`src/rtl/fifo_pkg.sv`:
```
// Shared defaults and pointer type for the FIFO pointer controller.
// Depth is 2**FIFO_ADDR_W; pointers carry one extra wrap bit.
package fifo_pkg;

    localparam int FIFO_ADDR_W = 4;
    localparam int FIFO_PTR_W  = FIFO_ADDR_W + 1;

    typedef logic [FIFO_PTR_W-1:0] ptr_t;

endpackage

```
`src/rtl/binary_to_gray.sv`:
```
// Combinational binary to reflected Gray code converter.
// Adjacent binary values map to codes differing in exactly one bit.
module binary_to_gray #(
    parameter int SIZE = 4
) (
    input  logic [SIZE-1:0] bin,
    output logic [SIZE-1:0] gray
);

    assign gray = bin ^ (bin >> 1);

endmodule

```
`src/rtl/fifo_ptr_ctrl.sv`:
```
// Single-clock FIFO pointer/flag controller with registered Gray pointers.
// Define FIFO_PTR_ERR_EN to add sticky overflow/underflow outputs.
module fifo_ptr_ctrl
    import fifo_pkg::*;
#(
    parameter  int ADDR_W = FIFO_ADDR_W,
    localparam int PTR_W  = ADDR_W + 1
) (
    input  logic              clk,
    input  logic              reset,
    input  logic              wr_en,
    input  logic              rd_en,
    output logic [ADDR_W-1:0] wr_addr,
    output logic [ADDR_W-1:0] rd_addr,
    output logic              wr_accept,
    output logic              rd_accept,
    output logic              full,
    output logic              empty,
    output logic [PTR_W-1:0]  count,
    output logic [PTR_W-1:0]  wr_ptr_gray,
    output logic [PTR_W-1:0]  rd_ptr_gray
`ifdef FIFO_PTR_ERR_EN
    ,
    output logic              overflow,
    output logic              underflow
`endif
);

    logic [PTR_W-1:0] r_wr_ptr;
    logic [PTR_W-1:0] r_rd_ptr;
    logic [PTR_W-1:0] r_count;
    logic [PTR_W-1:0] r_wr_gray;
    logic [PTR_W-1:0] r_rd_gray;
    logic             r_full;
    logic             r_empty;

    logic             w_wr_accept;
    logic             w_rd_accept;
    logic [PTR_W-1:0] w_wr_ptr_nxt;
    logic [PTR_W-1:0] w_rd_ptr_nxt;
    logic [PTR_W-1:0] w_wr_gray_nxt;
    logic [PTR_W-1:0] w_rd_gray_nxt;
    logic [PTR_W-1:0] w_count_nxt;
    logic             w_full_nxt;
    logic             w_empty_nxt;

    assign w_wr_accept = wr_en & ~r_full;
    assign w_rd_accept = rd_en & ~r_empty;

    assign w_wr_ptr_nxt = r_wr_ptr + PTR_W'(w_wr_accept);
    assign w_rd_ptr_nxt = r_rd_ptr + PTR_W'(w_rd_accept);

    // Flags come from the next-state pointers so they settle with them.
    assign w_empty_nxt = (w_wr_ptr_nxt == w_rd_ptr_nxt);
    assign w_full_nxt  =
        (w_wr_ptr_nxt[ADDR_W] != w_rd_ptr_nxt[ADDR_W]) &&
        (w_wr_ptr_nxt[ADDR_W-1:0] == w_rd_ptr_nxt[ADDR_W-1:0]);
    assign w_count_nxt = w_wr_ptr_nxt - w_rd_ptr_nxt;

    binary_to_gray #(
        .SIZE (PTR_W)
    ) u_wr_gray (
        .bin  (w_wr_ptr_nxt),
        .gray (w_wr_gray_nxt)
    );

    binary_to_gray #(
        .SIZE (PTR_W)
    ) u_rd_gray (
        .bin  (w_rd_ptr_nxt),
        .gray (w_rd_gray_nxt)
    );

    always_ff @(posedge clk) begin
        if (reset) begin
            r_wr_ptr  <= '0;
            r_rd_ptr  <= '0;
            r_wr_gray <= '0;
            r_rd_gray <= '0;
            r_count   <= '0;
            r_full    <= 1'b0;
            r_empty   <= 1'b1;
        end else begin
            r_wr_ptr  <= w_wr_ptr_nxt;
            r_rd_ptr  <= w_rd_ptr_nxt;
            r_wr_gray <= w_wr_gray_nxt;
            r_rd_gray <= w_rd_gray_nxt;
            r_count   <= w_count_nxt;
            r_full    <= w_full_nxt;
            r_empty   <= w_empty_nxt;
        end
    end

`ifdef FIFO_PTR_ERR_EN
    logic r_overflow;
    logic r_underflow;

    // A write into a full FIFO is only an error if no read frees a slot.
    always_ff @(posedge clk) begin
        if (reset) begin
            r_overflow  <= 1'b0;
            r_underflow <= 1'b0;
        end else begin
            if (wr_en && r_full && !w_rd_accept) begin
                r_overflow <= 1'b1;
            end
            if (rd_en && r_empty) begin
                r_underflow <= 1'b1;
            end
        end
    end

    assign overflow  = r_overflow;
    assign underflow = r_underflow;
`endif

    assign wr_addr     = r_wr_ptr[ADDR_W-1:0];
    assign rd_addr     = r_rd_ptr[ADDR_W-1:0];
    assign wr_accept   = w_wr_accept;
    assign rd_accept   = w_rd_accept;
    assign full        = r_full;
    assign empty       = r_empty;
    assign count       = r_count;
    assign wr_ptr_gray = r_wr_gray;
    assign rd_ptr_gray = r_rd_gray;

endmodule

```
`config.mk`:
```
export PLATFORM = sky130hd
export DESIGN_NAME = fifo_ptr_ctrl
export DESIGN_NICKNAME = d
export VERILOG_FILES = /design/src/rtl/fifo_pkg.sv /design/src/rtl/binary_to_gray.sv /design/src/rtl/fifo_ptr_ctrl.sv
export SDC_FILE = /design/constraint.sdc
export NUM_CORES = 1
export LEC_CHECK = 0
export BUFFER_PORTS_ARGS = -buffer_cell sky130_fd_sc_hd__buf_2
export CAP_MARGIN = 15
export CORE_MARGIN = 4
export CORE_UTILIZATION = 44
export CTS_CLUSTER_DIAMETER = 120
export DETAILED_ROUTE_END_ITERATION = 6
export GPL_ROUTABILITY_DRIVEN = 0
export GPL_TIMING_DRIVEN = 1
export HOLD_SLACK_MARGIN = 0.08
export PLACE_DENSITY = 0.82
export SLEW_MARGIN = 10
export SYNTH_ARGS = -nofsm -noshare
export SYNTH_HDL_FRONTEND = slang
export SYNTH_SLANG_ARGS = --single-unit
```
`constraint.sdc`:
```
create_clock -name clk -period 2.25 [get_ports clk]
set_input_delay 0.45 -clock clk [delete_from_list [all_inputs] [get_ports clk]]
set_output_delay 0.45 -clock clk [all_outputs]
set_load 0.01 [all_outputs]
```
==> metrics.cfg <==
[hold_path]
min_path_type=input pin to flip-flop
worstHoldStart=reset

[synthesis]
netlist_area_sq_um=1040
synth_cells=104
yosysWarnings=0
seq_area_frac_synth_pct=48.1
async_flop_share_pct=0
synth_area_per_cell_sq_um=10.0
yosys.cell_count.top_type=dfxtp_1
synth_top_area_cell=dfxtp_1
synth_top_cells_by_area=dfxtp_1 (48%), xnor2_1 (11%), ha_1 (8.4%)
syn_nets=115
yosys-top-cells-count=dfxtp_1 (25), nor2_1 (21), xnor2_1 (13)
synth_top_area_share_pct=48.1
synth-edff-count=0
ys.flop_type=dfxtp_1
synth_cell_types=24
ys_ff_latch=25

[floorplanning]
die_h_um=56.6
ios=31
fp.dieW_um=56.6
num_rows=17
start_util_pct=46.6
die_area_sq_um=3200
core_sq_um=2230

[timing]
max_freq_mhz=490
hold_viol=0
rsz0062_at_grt=false
fin_skew_ns=0.00221
slew_violations=0
fin_crit_sh_pct=90.7
finalSetupViolCount=0
worst_pin_slew_ns=0.418
fin_crit_ns=2.04
tns_ns=0
fin_hold_ws_ns=0.525
relSlewSlack_pct=72.1

[placed_design]
dp_cells=169
hpwl_mm=1.59
port_buffers=30

[layout]
insertedDiodeCount=0
final_cells=173
layout-drive-gt1-share_pct=37.2
nets=157
final_util_pct=60.4
area_growth_syn_to_layout_pct=29.7

[detailed_routing]
num_vias=795
antenna_left=0
routed_via_density=4.60
wl_met1_um=773
drt-pass1-iter-count=2
routed_wl_mm=1.96
routedWlPerCell_um=11.3
drc=0
wl_met2_mm=1.05
drt_iter0_markers=13
routed-wl-met3_um=111
routed.top_layer=met4

[power]
peakVddDrop_v=0.000443
pwr-share-comb_pct=28.4
internal-power_w=0.000696
power.density_nw_per_um2=721
p_leak_nw=0.656
p_total_w=0.000972
switchingPower_w=0.000276
seqPwrFrac_pct=51.6
clockPowerShare_pct=20.0
swShare_pct=28.4

[clocking]
cts_tree=yes
htreeDepth=1
hold_buffers=0
cts_resized=0
cts.root.buffer_cell=clkbuf_4
numClockSinks=25
clkTransAtPathRegs_ns=0.13
clock_latency_ns=0.31
cts_buffers=3
clockBufferDepth=2
postCtsSetupBuffers=0

[outcome]
status=completed

[global_route]
grt_pass1_wl_mm=3.33
overflow=0
grt_max_degree=26
gr-usage-all-layers_pct=13.2
antenna_found_initial=0
grt_pass1_vias=782

[worst_setup_path]
r2r-start=empty
crit_type=flip-flop to flip-flop
worstPathRequired_ns=2.47
cp-end-kind=flip-flop
worstPathArrival_ns=2.26
crit_path_start_kind=flip-flop
crit_path_max_fanout=3
cp-startpoint=empty

[run]
maxCapViolCount=0

-- per-stage QoR --
stage | worst slack (ns) | cell area [sq um]
floorplan | 0.0377 | 1080
global placement | 0.000386 | 1320
detailed placement | -0.0616 | 1320
CTS | 0.182 | 1350
global route | 0.0725 | 1350
finish | 0.208 | 1350
-- state kept, by name (all words and copies together) (netlist names) --
| signal | count |
|---|---|
| count | 5 |
| empty | 1 |
| full | 1 |
| r_rd_ptr | 5 |
| r_wr_ptr | 5 |
| rd_ptr_gray | 4 |
| wr_ptr_gray | 4 |
-- placed cells by master, fill, tap and decap left out, types with 2 or more instances in the layout --
cell type  instances
a21oi_1            2
buf_2             30
buf_4              9
clkbuf_4           3
dfxtp_1           25
ha_1               5
ha_4               2
inv_1              3
nand2_1            3
nand3_1            4
nor2_1            21
nor2b_1            5
nor2b_2            2
xnor2_1           12
xnor2_2            2
xor2_1             3
xor2_2             2
-- worst paths after layout --
| kind | to | slack, ns | cells past startpoint |
|---|---|---|---|
| max | count[4] | 0.21 | 9 |
| min | r_wr_ptr[0] | 0.53 | 2 |
| max reg2reg | count[4] | 0.21 | 9 |
| min reg2reg | r_wr_ptr[2] | 0.69 | 2 |
-- routing by layer --
layer  global-route usage, %  vias up
met1                    13.8      362
met3                    3.68        5
li1                        -      411
met4                    5.08        0
met5                       0        -
met2                    24.6       17
-- cell type report --
type,count,area [sq um]
multi-input combinational,74,558
fill,199,885
inverter,3,11.3
sequential,25,500
clock buffer,4,26.3
tap,28,35.0
timing repair buffer,39,218
-- critical path, cell delays in order, from the launching register on --
cell and delay, ns:
dfxtp_1 0.34, nor2b_2 0.12, ha_1 0.24, ha_4 0.23, xnor2_2 0.17, ha_1 0.17
nor2_1 0.06, a21o_1 0.19, maj3_2 0.32, mux2i_1 0.12
-- power by group through the flow --
| stage | combinational (W) | clock [W] | sequential [W] |
|---|---|---|---|
| 5_1_grt | 0.000310 | 0.000215 | 0.000507 |
| 4_1_cts | 0.000281 | 0.000202 | 0.000502 |
| 2_1_floorplan | 0.000154 | 0 | 0.000536 |
| 6_report | 0.000276 | 0.000194 | 0.000502 |
| 3_5_place_dp | 0.000280 | 0 | 0.000512 |
| 3_3_place_gp | 0.000270 | 0 | 0.000511 |
-- kinds of logic after synthesis --
family	count (synthesis)	synth area share, %
AOI/OAI and AO/OA	5	3.01
muxes	1	0.963
and+or+nand+nor	41	18.4
buffers and inverters	5	1.81
DFF	25	48.1
xor gates and xnor gates	19	18.2
adders and majority gates	8	9.51
(Power assumes the default switching activity.)
